===== src/rtl/dmem_port_arbiter.sv =====
// dmem_port_arbiter
//   Shares the single request port of the cached data memory between the
//   MIPSCORE data port (requester C, stall-based) and a loader/DMA engine
//   (requester L, req/ack handshake). C has fixed priority; L is guaranteed
//   the port after being passed over MAX_WAIT times. A transaction owns the
//   memory port until the memory drops its stall.
//
// Ports
//   i_clk, i_rst            clock, synchronous active-high reset
//   i_c_ren/i_c_wen/
//   i_c_addr/i_c_data       CPU request (read enable, byte write enables)
//   o_c_data, o_c_stall     CPU read data (from memory) and stall
//   i_l_req/i_l_wen/
//   i_l_addr/i_l_data       loader request, held until o_l_ack; wen=0 is a read
//   o_l_ack, o_l_data       registered one-cycle completion pulse and read data
//   o_m_ren/o_m_wen/
//   o_m_addr/o_m_data       request forwarded to the cached memory
//   i_m_data, i_m_stall     response from the cached memory
module dmem_port_arbiter #(
    parameter int ADDR_W   = 32,
    parameter int MAX_WAIT = 8
) (
    input  logic              i_clk,
    input  logic              i_rst,
    input  logic              i_c_ren,
    input  logic [3:0]        i_c_wen,
    input  logic [ADDR_W-1:0] i_c_addr,
    input  logic [31:0]       i_c_data,
    output logic [31:0]       o_c_data,
    output logic              o_c_stall,
    input  logic              i_l_req,
    input  logic [3:0]        i_l_wen,
    input  logic [ADDR_W-1:0] i_l_addr,
    input  logic [31:0]       i_l_data,
    output logic              o_l_ack,
    output logic [31:0]       o_l_data,
    output logic              o_m_ren,
    output logic [3:0]        o_m_wen,
    output logic [ADDR_W-1:0] o_m_addr,
    output logic [31:0]       o_m_data,
    input  logic [31:0]       i_m_data,
    input  logic              i_m_stall
);

    typedef enum logic [1:0] {
        ST_IDLE   = 2'd0,
        ST_BUSY_C = 2'd1,
        ST_BUSY_L = 2'd2
    } state_t;

    localparam logic [7:0] MAX_WAIT_C = 8'(MAX_WAIT);

    state_t      state_r;
    logic [7:0]  wait_r;
    logic        l_ack_r;
    logic [31:0] l_data_r;

    logic c_act_s;
    logic l_act_s;
    logic own_c_s;
    logic own_l_s;
    logic l_done_s;

    // Request qualification; the loader is masked during its ack cycle so a
    // still-held request is not issued a second time.
    always_comb begin
        c_act_s = i_c_ren | (|i_c_wen);
        l_act_s = i_l_req & ~l_ack_r;
    end

    // Owner selection: arbitrate in IDLE, hold the owner while busy.
    always_comb begin
        own_c_s = 1'b0;
        own_l_s = 1'b0;
        case (state_r)
            ST_IDLE: begin
                if (l_act_s && (!c_act_s || (wait_r == MAX_WAIT_C))) begin
                    own_l_s = 1'b1;
                end else if (c_act_s) begin
                    own_c_s = 1'b1;
                end else begin
                    own_c_s = 1'b0;
                    own_l_s = 1'b0;
                end
            end
            ST_BUSY_C: own_c_s = 1'b1;
            ST_BUSY_L: own_l_s = 1'b1;
            default: begin
                own_c_s = 1'b0;
                own_l_s = 1'b0;
            end
        endcase
    end

    // Loader completes on any owned cycle in which the memory is not stalling.
    always_comb begin
        l_done_s = own_l_s & ~i_m_stall;
    end

    // Memory port mux; the port is quiet while reset is held.
    always_comb begin
        o_m_ren  = 1'b0;
        o_m_wen  = 4'b0000;
        o_m_addr = '0;
        o_m_data = 32'h0000_0000;
        if (i_rst) begin
            o_m_ren  = 1'b0;
        end else if (own_c_s) begin
            o_m_ren  = i_c_ren;
            o_m_wen  = i_c_wen;
            o_m_addr = i_c_addr;
            o_m_data = i_c_data;
        end else if (own_l_s) begin
            o_m_ren  = (i_l_wen == 4'b0000);
            o_m_wen  = i_l_wen;
            o_m_addr = i_l_addr;
            o_m_data = i_l_data;
        end else begin
            o_m_ren  = 1'b0;
        end
    end

    // CPU side: stall whenever C wants the port but does not complete now.
    always_comb begin
        o_c_data  = i_m_data;
        o_c_stall = ~i_rst & c_act_s & (~own_c_s | i_m_stall);
        o_l_ack   = l_ack_r;
        o_l_data  = l_data_r;
    end

    // FSM, starvation counter and registered loader response.
    always_ff @(posedge i_clk) begin
        if (i_rst) begin
            state_r  <= ST_IDLE;
            wait_r   <= 8'd0;
            l_ack_r  <= 1'b0;
            l_data_r <= 32'h0000_0000;
        end else begin
            l_ack_r <= l_done_s;
            if (l_done_s) begin
                l_data_r <= i_m_data;
            end

            // L being served resets its debt; C beating a waiting L adds to it.
            if (own_l_s) begin
                wait_r <= 8'd0;
            end else if ((state_r == ST_IDLE) && l_act_s && own_c_s && (wait_r < MAX_WAIT_C)) begin
                wait_r <= wait_r + 8'd1;
            end

            case (state_r)
                ST_IDLE: begin
                    if (own_l_s && i_m_stall) begin
                        state_r <= ST_BUSY_L;
                    end else if (own_c_s && i_m_stall) begin
                        state_r <= ST_BUSY_C;
                    end
                end
                ST_BUSY_C: begin
                    if (!i_m_stall) begin
                        state_r <= ST_IDLE;
                    end
                end
                ST_BUSY_L: begin
                    if (!i_m_stall) begin
                        state_r <= ST_IDLE;
                    end
                end
                default: state_r <= ST_IDLE;
            endcase
        end
    end

endmodule


===== config.mk =====
export PLATFORM = sky130hd
export DESIGN_NAME = dmem_port_arbiter
export DESIGN_NICKNAME = d
export VERILOG_FILES = /design/src/rtl/dmem_port_arbiter.sv
export SDC_FILE = /design/constraint.sdc
export NUM_CORES = 1
export LEC_CHECK = 0
export ABC_AREA = 1
export BUFFER_PORTS_ARGS = -buffer_cell sky130_fd_sc_hd__buf_2
export CAP_MARGIN = 20
export CORE_AREA = 2 2 118 120
export CTS_BUF_LIST = sky130_fd_sc_hd__clkbuf_4
export CTS_CLUSTER_SIZE = 28
export DETAILED_ROUTE_END_ITERATION = 16
export DIE_AREA = 0 0 120 122
export GPL_TIMING_DRIVEN = 0
export RECOVER_POWER = 25
export SYNTH_ARGS = -nofsm -noshare
export SYNTH_HDL_FRONTEND = slang
export SYNTH_SLANG_ARGS = --single-unit

===== constraint.sdc =====
create_clock -name i_clk -period 6.55 [get_ports i_clk]
set_clock_uncertainty 0.1 [all_clocks]
set_input_delay 1.965 -clock i_clk [delete_from_list [all_inputs] [get_ports i_clk]]
set_output_delay 1.965 -clock i_clk [all_outputs]
set_load 0.02 [all_outputs]

Yosys cells after proc, flatten, opt, wreduce, memory -nomap -nowiden:

Index checks and enable logic that the tools add are counted.

* input bits: 173
* output and inout port bits: 135
* register bits: 43

* reductions and logical operators: 14
* bitwise logic cells: 10
* mux-type cells: 21
* magnitude comparators: 1
* $add $sub $neg: 1
* eq/ne operators: 5

Operator list (number)
* 32-bit two-way mux: 6
* 4-bit two-way mux: 3
* 8-bit by 1-bit adder with 8-bit output, second input constant: 1
* 8-bit by 4-bit equality test with 1-bit output, second input constant: 1
* 8-bit by 4-bit < comparator with 1-bit output, second input constant: 1
* 1-bit logical AND: 6
* 1-bit two-way mux: 6
* 2-bit two-way mux: 3
* 1-bit AND: 4
* 4-bit logical NOT: 1
* 1-bit inverter: 4
* 1-bit one-hot mux with 2 select lines: 2
* 2-bit one-hot mux with 2 select lines: 1
* 2-bit OR reduction: 2
* 4-bit OR reduction: 1
* 3-bit by 1-bit inequality test with 1-bit output, second input constant: 1
* 2-bit by 1-bit equality test with 1-bit output, second input constant: 1
* 2-bit equality test, second input constant: 1
* 2-bit logical NOT: 1
* 2-bit inequality test, second input constant: 1
* 1-bit OR: 2
* 2-bit AND reduction: 1
* 1-bit logical NOT: 1
* 1-bit logical OR: 1

Longest topological paths before layout:

Gate-level depths: netlist of run 1.

* word-level depth: 11
* depth in mapped cells: 13
* depth with buffers taken out: 12

Worst setup path after synthesis of run 1:

No wires, ideal clock.

* kind: input to output
* from: in i_c_wen[1]
* to: out o_m_wen[2]
* stages on the path: 8
* arrival time: 3188 ps
* setup slack: 1297 ps
* path buffers: 1
* path through: nor2_1 -> nand3_1 -> nand2_1 -> inv_1 -> nand2_1 -> nand2_2 -> clkbuf_1 -> a211oi_1

* longest elaborated chain between the ends: 10

Ends and longest elaborated chain
* from (decl): RTL line 26 `input logic [3:0] i_c_wen,`
* 4-bit OR reduction *: RTL line 67 `c_act_s = i_c_ren | (|i_c_wen);`
* 1-bit OR *: RTL line 67
* 1-bit logical NOT: RTL line 77 `if (l_act_s && (!c_act_s || (wait_r == MAX_WAIT_C))) begin`
* 1-bit logical OR: RTL line 77
* 1-bit logical AND: RTL line 77
* 1-bit two-way mux: RTL line 77
* 1-bit one-hot mux with 2 select lines: RTL line 75 `case (state_r)`
* 4-bit two-way mux: RTL line 113 `end else if (own_l_s) begin`
* 4-bit two-way mux *: RTL line 108 `end else if (own_c_s) begin`
* 4-bit two-way mux *: RTL line 106 `if (i_rst) begin`
* to (decl): RTL line 38 `output logic [3:0] o_m_wen,`

Every way passes the cells marked *; elsewhere a longest branch is shown, timed or not.

Worst setup path in the final report of run 1:

* from: in i_c_wen[0]
* to: out o_m_addr[29]

* longest elaborated chain between the ends: 10

Ends and longest elaborated chain
* 4-bit OR reduction *: RTL line 67
* 1-bit OR *: RTL line 67
* 1-bit logical NOT: RTL line 77
* 1-bit logical OR: RTL line 77
* 1-bit logical AND: RTL line 77
* 1-bit two-way mux: RTL line 77
* 1-bit one-hot mux with 2 select lines: RTL line 75
* 32-bit two-way mux: RTL line 113
* 32-bit two-way mux *: RTL line 108
* 32-bit two-way mux *: RTL line 106
* to (decl): RTL line 39 `output logic [ADDR_W-1:0] o_m_addr,`

Marked as above.

==> metrics, run 1 <==
Synthesized Nets 675; post-route setup TNS 0 ps; drt total wl 14.71 mm; gr ovfl total 0; Setup violations, final 0; vias per cell ~4.5; worst skew pair latency 360 ps; Worst Setup End Kind output port; drt wl/cell 14.80 um; most frequent cells in the layout buf_2 (285), nand2_1 (113), a21oi_1 (105); post-CTS sizing 0; CTS Hold Bufs 0; leading area contributor after synthesis dfxtp_1; register area share after synthesis 26.41%; Worst IR Drop VDD 0.1411 mV; Max Fclk 172.3 MHz; core footprint 13500 um2; antenna violations before repair 3; cell count after synthesis approximately 500; WHS Path Cells 2; leakage ~2.5 nW; Syn Std Cell Area around 3300 um2; FF-to-FF path depth 9; unrepaired setup endpoints after global routing no; Residual DRC 0; Slew headroom between 50% and 60%; share of cells above drive strength 1 44.33%; drt pass-1 iters 4; Critical Path RT 4490 ps; Comb pwr share 73.3%; GRT Util Overall 18.67%; clk sink count 43; WS Path Type input pin to output port; Initial Utilization between 20% and 30%; status completed; Hold Path Class register to register; Switching Share 54.41%; Top Ports 308; H-tree Lvls 2; min Tclk post-route 5803 ps; Switch Pwr about 1 mW; Hold Fails Final Rpt 0; postcts setup bufs 0; share of the synthesized area in the top cell type 26.41%; total number of vias 4476; internal power component 0.8246 mW; Worst EP arrival 3740 ps; Die Y 122 um; crit path max fanout 10; clk slew on worst S/H paths roughly 120 ps; final period utilization between 80% and 90%; pin count of the biggest net entering global routing 14; MaxCap Viol Count 0; clock share of power 9.2%; total power 1.809 mW; Layout Nets 989; post-DP HPWL 12.07 mm; global-route wire length before repair 21.52 mm; startpoint class of the critical path input pin; fill count 1540; die width 120 um; clk buf depth 2; post-synthesis register bit count 43; DRT iter0 DRCs 187; most common cell after layout, fill and taps aside buf_2; Root Driver clkbuf_4; Worst-Margin Slew between 600 and 700 ps; area grow syn2layout 54.86%; CTS Buf Count 5; syn_area_per_cell 6.558 um2; row cnt 43; Power Dens Cells 358.4 nW/um2; Sequential Power Share between 15 and 20%; TritonCTS clock tree built; synth top area cells dfxtp_1 (26%), a21oi_1 (16%), nand3_1 (14%), nand2_1 (13%), buf_4 (8.3%); Post-Place Setup Slack roughly 930 ps; post-route ant nets 0; vias in the first global route 4114; worst setup margin 746.6 ps; GPL Wtd Cong 0.8562; YS warnings 0; fin. max-slew vios 0; unique cell type count in the Yosys netlist 29; Port Buffers 307; Die ar. 14640 um2
metal layers:
layer  up-vias  share of wire, %  track usage (%)
met5         -                 0                0
met4         0               2.7            6.324
met3        21               8.3            5.243
met2       197                50            33.98
met1      1986                39            20.86
li1       2272                 -                -
state kept, by name, summed over array words and instances (netlist names):
register	count
state_r	2
o_l_ack	1
o_l_data	32
wait_r	8
metrics by stage:
stage / std cells / util (%) / area (um2) / hold WS, ps
floorplan: 497 / - / 3259 / 308.3
global placement: 984 / 37.18 / 5021 / 316.0
detailed placement: 984 / 37.18 / 5021 / 319.1
CTS: 992 / 37.75 / 5097 / 337.9
global route: 993 / 37.36 / 5045 / 351.0
finish: 994 / 37.38 / 5047 / 336.5
critical path: stages:
cell and delay [ps]:
buf_2 120, nor2_1 40, nand3_1 100, nand2_1 60, inv_1 50, nand2_1 40, nand2_1 130, clkbuf_1 450
buf_2 310, nand2_1 70, a21oi_1 190, buf_2 200
power by group through the flow:
| stage | logic [mW] | clock network (mW) | registers [mW] |
|---|---|---|---|
| 4_1_cts | 1.36 | 0.176 | 0.315 |
| 3_3_place_gp | 1.36 | 0 | 0.320 |
| 3_5_place_dp | 1.35 | 0 | 0.321 |
| 6_report | 1.33 | 0.167 | 0.316 |
| 2_1_floorplan | 0.896 | 0 | 0.344 |
| 5_1_grt | 1.46 | 0.190 | 0.320 |
cells by family (layout without fill, tap and decap cells):
| logic type | count (synthesis) | count (layout) | synth area share, % |
|---|---|---|---|
| flip-flops | 43 | 43 | 26.41 |
| AO/OA/AOI/OAI | 113 | 113 | 17.74 |
| AND/OR/NAND/NOR | 242 | 242 | 35.51 |
| other | 0 | 2 | 0 |
| buffers and inverters | 94 | 409 | 18.43 |
| adder cells (fa/ha/maj) | 5 | 5 | 1.919 |
cells in the mapped netlist (all sizes together):
| master | count |
|---|---|
| nand2 | 115 |
| nand3 | 107 |
| a21oi | 105 |
| buf | 61 |
| dfxtp | 43 |
| inv | 17 |
| nor2 | 15 |
| clkbuf | 14 |
| ha | 5 |
| o21ai | 4 |
| clkinv | 2 |
| nor3 | 2 |
| nor3b | 2 |
| a211oi | 1 |
| a21boi | 1 |
| a31oi | 1 |
| nor4 | 1 |
| o21a | 1 |
worst paths after layout:
kind	start	to	slack, ps
worst max-delay path	i_c_wen[0]	o_m_addr[29]	750
worst min-delay path	wait_r[4]	wait_r[4]	340
worst max register to register	state_r[0]	o_l_data[3]	4450
worst min register to register	wait_r[4]	wait_r[4]	340
area by class of cell:
| cell class | count | area [um2] | share of cell area, % |
|---|---|---|---|
| multi-input combinational | 360 | 1792 | 35.50 |
| antenna | 2 | 5.005 | 0.09916 |
| timing repair buffer | 307 | 1494 | 29.60 |
| buffer | 75 | 521.8 | 10.34 |
| clock buffer | 5 | 37.54 | 0.7437 |
| sequential | 43 | 860.8 | 17.06 |
| inverter | 19 | 72.57 | 1.438 |
| tap | 180 | 225.2 | 4.462 |
| clock inverter | 3 | 38.79 | 0.7685 |
No activity file was read; power rests on OpenSTA's default activity.
==> run 2: changes to the inputs <==
--- a/config.mk
+++ b/config.mk
@@ -5,15 +5,16 @@
 export SDC_FILE = /design/constraint.sdc
 export NUM_CORES = 1
 export LEC_CHECK = 0
-export ABC_AREA = 1
 export BUFFER_PORTS_ARGS = -buffer_cell sky130_fd_sc_hd__buf_2
 export CAP_MARGIN = 20
-export CORE_AREA = 2 2 118 120
+export CORE_AREA = 2 2 119 121
 export CTS_BUF_LIST = sky130_fd_sc_hd__clkbuf_4
 export CTS_CLUSTER_SIZE = 28
 export DETAILED_ROUTE_END_ITERATION = 16
-export DIE_AREA = 0 0 120 122
+export DIE_AREA = 0 0 121 123
 export GPL_TIMING_DRIVEN = 0
+export MAX_ROUTING_LAYER = met4
+export PLACE_DENSITY = 0.68
 export RECOVER_POWER = 25
 export SYNTH_ARGS = -nofsm -noshare
 export SYNTH_HDL_FRONTEND = slang
==> metrics, run 2 <==
clk slew on worst S/H paths ~140 ps; MaxCap Viol Count 0; area grow syn2layout 36.98%; unique cell type count in the Yosys netlist 44; multiplexer share of the synthesized area 6.728%; reg2reg end o_l_data[17]; DRT iter0 DRCs ~230; Post-DP Area approximately 6500 um2; EDFF count, synth 0; Residual DRC 0; Non-Filler Instances 1072; drt wl/cell 15.32 um; post-synthesis register bit count 43; H-tree Lvls 2; share of cells above drive strength 1 45.84%; leading area contributor after synthesis o41ai_2; share of the synthesized area in the top cell type about a quarter; fill count between 1000 and 1500; GRT Util Overall 20.83%; CTS Buf Count 5; met1 usage 24.73%; largest family of logic cells by synthesized area simple AND/OR/NAND/NOR gates; clk buf depth 2; Die Y 123 um; most common cell in the netlist inv_1; GPL Wtd Cong just under 1; Synth top cells by count inv_1 (74), nor2b_1 (71), nand4_1 (70); total number of vias 5300; syn_area_per_cell 8.265 um2; Post-Place Setup Slack between 500 and 600 ps; GRT Max-Usage Layer met2; vias per cell 4.944; min-delay src o_l_data[11]; total power around 1 mW; drt pass-1 iters 5; worst skew pair latency 350 ps; post-route setup TNS 0 ps; crit path max fanout 10; Synth Flop Type dfxtp_1; YS warnings 0; drt total wl about 16 mm; min Tclk post-route roughly 6000 ps; post-synthesis adder-cell area fraction 1.314%; Initial Utilization 34.98%; Layout Nets 1067; vias in the first global route 4738; clk sink count 43; Hold Fails Final Rpt 0; row cnt 43; number of flip-flops in the largest register 32; Setup violations, final 0; Inst Count DP roughly 1100; register area share after synthesis 18.08%; Syn Std Cell Area roughly 4800 um2; Die ar. around 15000 um2; Post-Synth Simple-Gate Area 27.94%; synth top area cells o41ai_2 (24%), dfxtp_1 (18%), nor2b_1 (9.3%), nand4_1 (9.2%), mux2i_1 (6.7%); final period utilization 91.18%; Synthesized Nets 754; leakage between 3 and 4 nW; post-route ant nets 0; startpoint class of the critical path input pin; FF-to-FF path depth 7; Port Buffers 306; fin. max-slew vios 0; most frequent cells in the layout buf_2 (276), clkbuf_1 (77), inv_1 (75); internal reg-to-reg setup slack about 3800 ps; post-DP HPWL 13.27 mm; most common cell after layout, fill and taps aside buf_2; global-route wire length before repair around 24 mm; Worst Setup End Kind output port; Critical Path RT 4490 ps; Worst-Margin Slew 795.0 ps; WHS Path Cells 2; Slew headroom 47.00%; Top Ports 308; Worst EP arrival 3910 ps; met2 usage 35.81%; worst reg2reg startpoint wait_r[0]; cell count after synthesis 576; TritonCTS clock tree built; antenna violations before repair 2; design area 6521 um2; Async SR Flop Fraction 0%; unrepaired setup endpoints after global routing no; gr ovfl total 0; Hold Path Class register to register; status completed; Worst IR Drop VDD roughly 0.093 mV; Root Driver clkbuf_4; die width 121 um; hold endpoint o_l_data[11]; worst setup margin between 500 and 600 ps; Max Fclk around 170 MHz; Compound-Gate Fraction of Synth Area 27.07%; WS Path Type input pin to output port; pin count of the biggest net entering global routing 17; postcts setup bufs 0; Power Dens Cells approximately 150 nW/um2; met3 GRT Util 3.921%; CTS Hold Bufs 0; core footprint 13610 um2; post-CTS sizing 0; xor/xnor share of the synthesized area 0%
## run 2: changes by cell type after synthesis, sizes merged, moves of 3 or more
cell	delta
nor2b	+71
mux2i	+32
inv	+58
nand4	+70
clkbuf	+28
a21oi	-102
o41ai	+69
nor2	-12
buf	-4
nand2	-49
nand3	-105
and3	+7
a22o	+3
## run 2: critical path, cell delays in order
cell and delay (ps):
clkbuf_1 460, clkbuf_1 460, clkbuf_1 620, o41ai_2 190
buf_2 200
## run 2: metal layers
| layer | vias to the layer above | wire length [um] |
|---|---|---|
| met4 | 0 | 410 |
| met2 | 228 | 8066 |
| met3 | 24 | 1237 |
| met1 | 2413 | 6714 |
| li1 | 2635 | - |
| met5 | - | 0 |
## run 2: where the power goes
group | total [mW] | switching [mW] | internal, mW
combinational | 0.585 | 0.356 | 0.229
sequential | 0.270 | 0.00331 | 0.267
clock | 0.142 | 0.0965 | 0.0454
total | 0.997 | 0.456 | 0.541
## run 2: final cells by class
cell class,instances,area [um2],share of cell area [%]
well taps,180,225.2,3.454
repair buffers,306,1489,22.83
multi-input cells,359,2983,45.74
diodes,2,5.005,0.07675
clock buffers,5,37.54,0.5756
plain buffers,99,613.1,9.401
clock inverters,3,26.28,0.4029
flip-flops and latches,43,860.8,13.20
inverters,75,281.5,4.317
## run 2: kinds of logic (layout without fill, tap and decap cells)
group | count (synthesis) | count (layout)
simple gates | 235 | 235
flops | 43 | 43
compound gates | 87 | 87
buf+inv | 174 | 488
fa+ha+maj | 5 | 5
other cells | 0 | 2
mux | 32 | 32
## run 2: worst max path at each step
stage | slack (ps) | endpoint | from
after detailed placement | 530 | o_m_data[27] | i_rst
after floorplan | 1050 | o_m_addr[0] | i_c_ren
final | 580 | o_m_data[27] | i_rst
after global routing | 390 | o_m_data[30] | i_l_req
after global placement | 520 | o_m_data[26] | i_rst
after CTS | 530 | o_m_data[25] | i_rst
## run 2: per-stage QoR
step	hold slack, ps	util, %
after global placement	339.7	47.88
after global routing	386.2	47.91
after floorplan	356.3	-
final	368.6	47.91
after CTS	368.1	48.35
after detailed placement	349.0	47.88
==> run 3: changes to the inputs <==
--- a/config.mk
+++ b/config.mk
@@ -5,16 +5,16 @@
 export SDC_FILE = /design/constraint.sdc
 export NUM_CORES = 1
 export LEC_CHECK = 0
+export ABC_AREA = 1
 export BUFFER_PORTS_ARGS = -buffer_cell sky130_fd_sc_hd__buf_2
 export CAP_MARGIN = 20
-export CORE_AREA = 2 2 119 121
+export CORE_AREA = 2 2 118 120
 export CTS_BUF_LIST = sky130_fd_sc_hd__clkbuf_4
 export CTS_CLUSTER_SIZE = 28
 export DETAILED_ROUTE_END_ITERATION = 16
-export DIE_AREA = 0 0 121 123
+export DIE_AREA = 0 0 120 122
 export GPL_TIMING_DRIVEN = 0
 export MAX_ROUTING_LAYER = met4
-export PLACE_DENSITY = 0.68
 export RECOVER_POWER = 25
 export SYNTH_ARGS = -nofsm -noshare
 export SYNTH_HDL_FRONTEND = slang
==> metrics, run 3 (synthesis results as in run 1) <==
Die Y between 100 and 150 um; drt wl/cell 14.82 um; Slowest-stage cell, CP clkbuf_1; Cell Chain, Critical Path clkbuf_1 -> nor2_1 -> nand3_1 -> nand2_1 -> inv_1 -> nand2_1 -> nand2_1 -> clkbuf_1 -> buf_2 -> nand2_1 -> a21oi_1 -> buf_2; gr ovfl total 0; most frequent cells in the layout buf_2 (285), nand2_1 (113), a21oi_1 (105); Worst EP arrival 3730 ps; drt pass-1 iters 6; Initial Utilization 24.14%; status completed; GRT Util Overall 19.21%; total power 1.810 mW; row cnt 43; max incr delay on CP 440 ps; Worst Setup End Kind output port; most common cell after layout, fill and taps aside buf_2; final period utilization 88.54%; CTS Buf Count 5; Worst IR Drop VDD 0.1432 mV; MaxCap Viol Count 0; number of flip-flops in the largest register 32; drt total wl 14.75 mm; DRT iter0 DRCs roughly 210; Layout Nets a little under 1000; area grow syn2layout 54.93%; Comb pwr share 73.3%; Die ar. approximately 15000 um2; crit path max fanout 10; H-tree Lvls 2; Residual DRC 0; GPL Wtd Cong 0.8699; Hold Path Class register to register; Critical Path RT about 4500 ps; most used cell, CP nand2_1; Core Util, Final 37.39%; Largest delay share family, worst path buffers and inverters; Port Buffers 307; antenna violations before repair 3; Power Dens Cells 358.5 nW/um2; clk slew on worst S/H paths approximately 120 ps; postcts setup bufs 0; post-route ant nets 0; pin count of the biggest net entering global routing 14; Post-Place Setup Slack 933.9 ps; leakage 2.487 nW; worst skew pair latency 360 ps; WS Path Type input pin to output port; clk sink count 43; Sequential Power Share 17.4%; Switch Pwr 0.9857 mW; Switching Share 54.45%; Hold Fails Final Rpt 0; Root Driver clkbuf_4; global-route wire length before repair 21.47 mm; internal reg-to-reg setup slack about 4500 ps; worst setup margin 750.8 ps; clk buf depth 2; TritonCTS clock tree built; post-DP HPWL 12.07 mm; vias per cell 4.536; Slew headroom between 50% and 60%; Setup violations, final 0; post-CTS sizing 0; core footprint ~14000 um2; fin. max-slew vios 0; Worst-Margin Slew 698.4 ps; fill count around 1500; total number of vias about 4500; post-route setup TNS 0 ps; internal power component 0.8247 mW; Max Fclk 172.4 MHz; Inst Count DP between 900 and 1000; min Tclk post-route 5799 ps; startpoint class of the critical path input pin; CP Buf/Inv Count 5; Top Ports approximately 310; die width 120 um; Non-Filler Instances 995; unrepaired setup endpoints after global routing no; share of cells above drive strength 1 around 44%; vias in the first global route 4119; CTS Hold Bufs 0; clock share of power 9.3%
-- run 3: worst paths after layout --
path / from / to / cells past startpoint
setup / recovery: i_c_wen[1] / o_m_data[15] / 12
hold reg to reg: wait_r[4] / wait_r[4] / 2
setup reg to reg: state_r[0] / o_l_data[3] / 9
hold / removal: wait_r[4] / wait_r[4] / 2
-- run 3: through the flow --
| step | hold slack (ps) | instance area [um2] |
|---|---|---|
| 2_1_floorplan | 308.3 | 3259 |
| 3_3_place_gp | 316.0 | 5021 |
| 3_5_place_dp | 319.1 | 5021 |
| 4_1_cts | 337.9 | 5097 |
| 5_1_grt | 351.0 | 5050 |
| 6_report | 336.7 | 5050 |
-- run 3: metal layers --
layer | track usage, % | up-vias | part of all wire (%)
met4 | 6.324 | 0 | 3.4
met5 | - | - | 0
met2 | 33.98 | 209 | 49
li1 | - | 2275 | -
met3 | 4.541 | 29 | 8.1
met1 | 21.26 | 2000 | 40
-- run 3: worst min-delay path, delay by kind of cell, from the launching register on --
family | cells | cell delay [ps]
flops | 1 | 330
simple gates | 1 | 30
buf+inv | 1 | 40
-- run 3: power by group through the flow --
stage,clock network [mW],logic [mW],registers [mW]
floorplan,0,0.896,0.344
global placement,0,1.36,0.320
detailed placement,0,1.35,0.321
global route,0.190,1.46,0.320
CTS,0.176,1.36,0.315
finish,0.168,1.33,0.316
-- run 3: layout make-up --
cell class              count  area (um2)  area share (%)
clock buffers               5       37.54          0.7433
flip-flops and latches     43       860.8           17.05
diodes                      3       7.507          0.1487
plain buffers              75       521.8           10.33
well taps                 180       225.2           4.460
multi-input cells         360        1792           35.48
repair buffers            307        1494           29.58
clock inverters             3       38.79          0.7681
inverters                  19       72.57           1.437
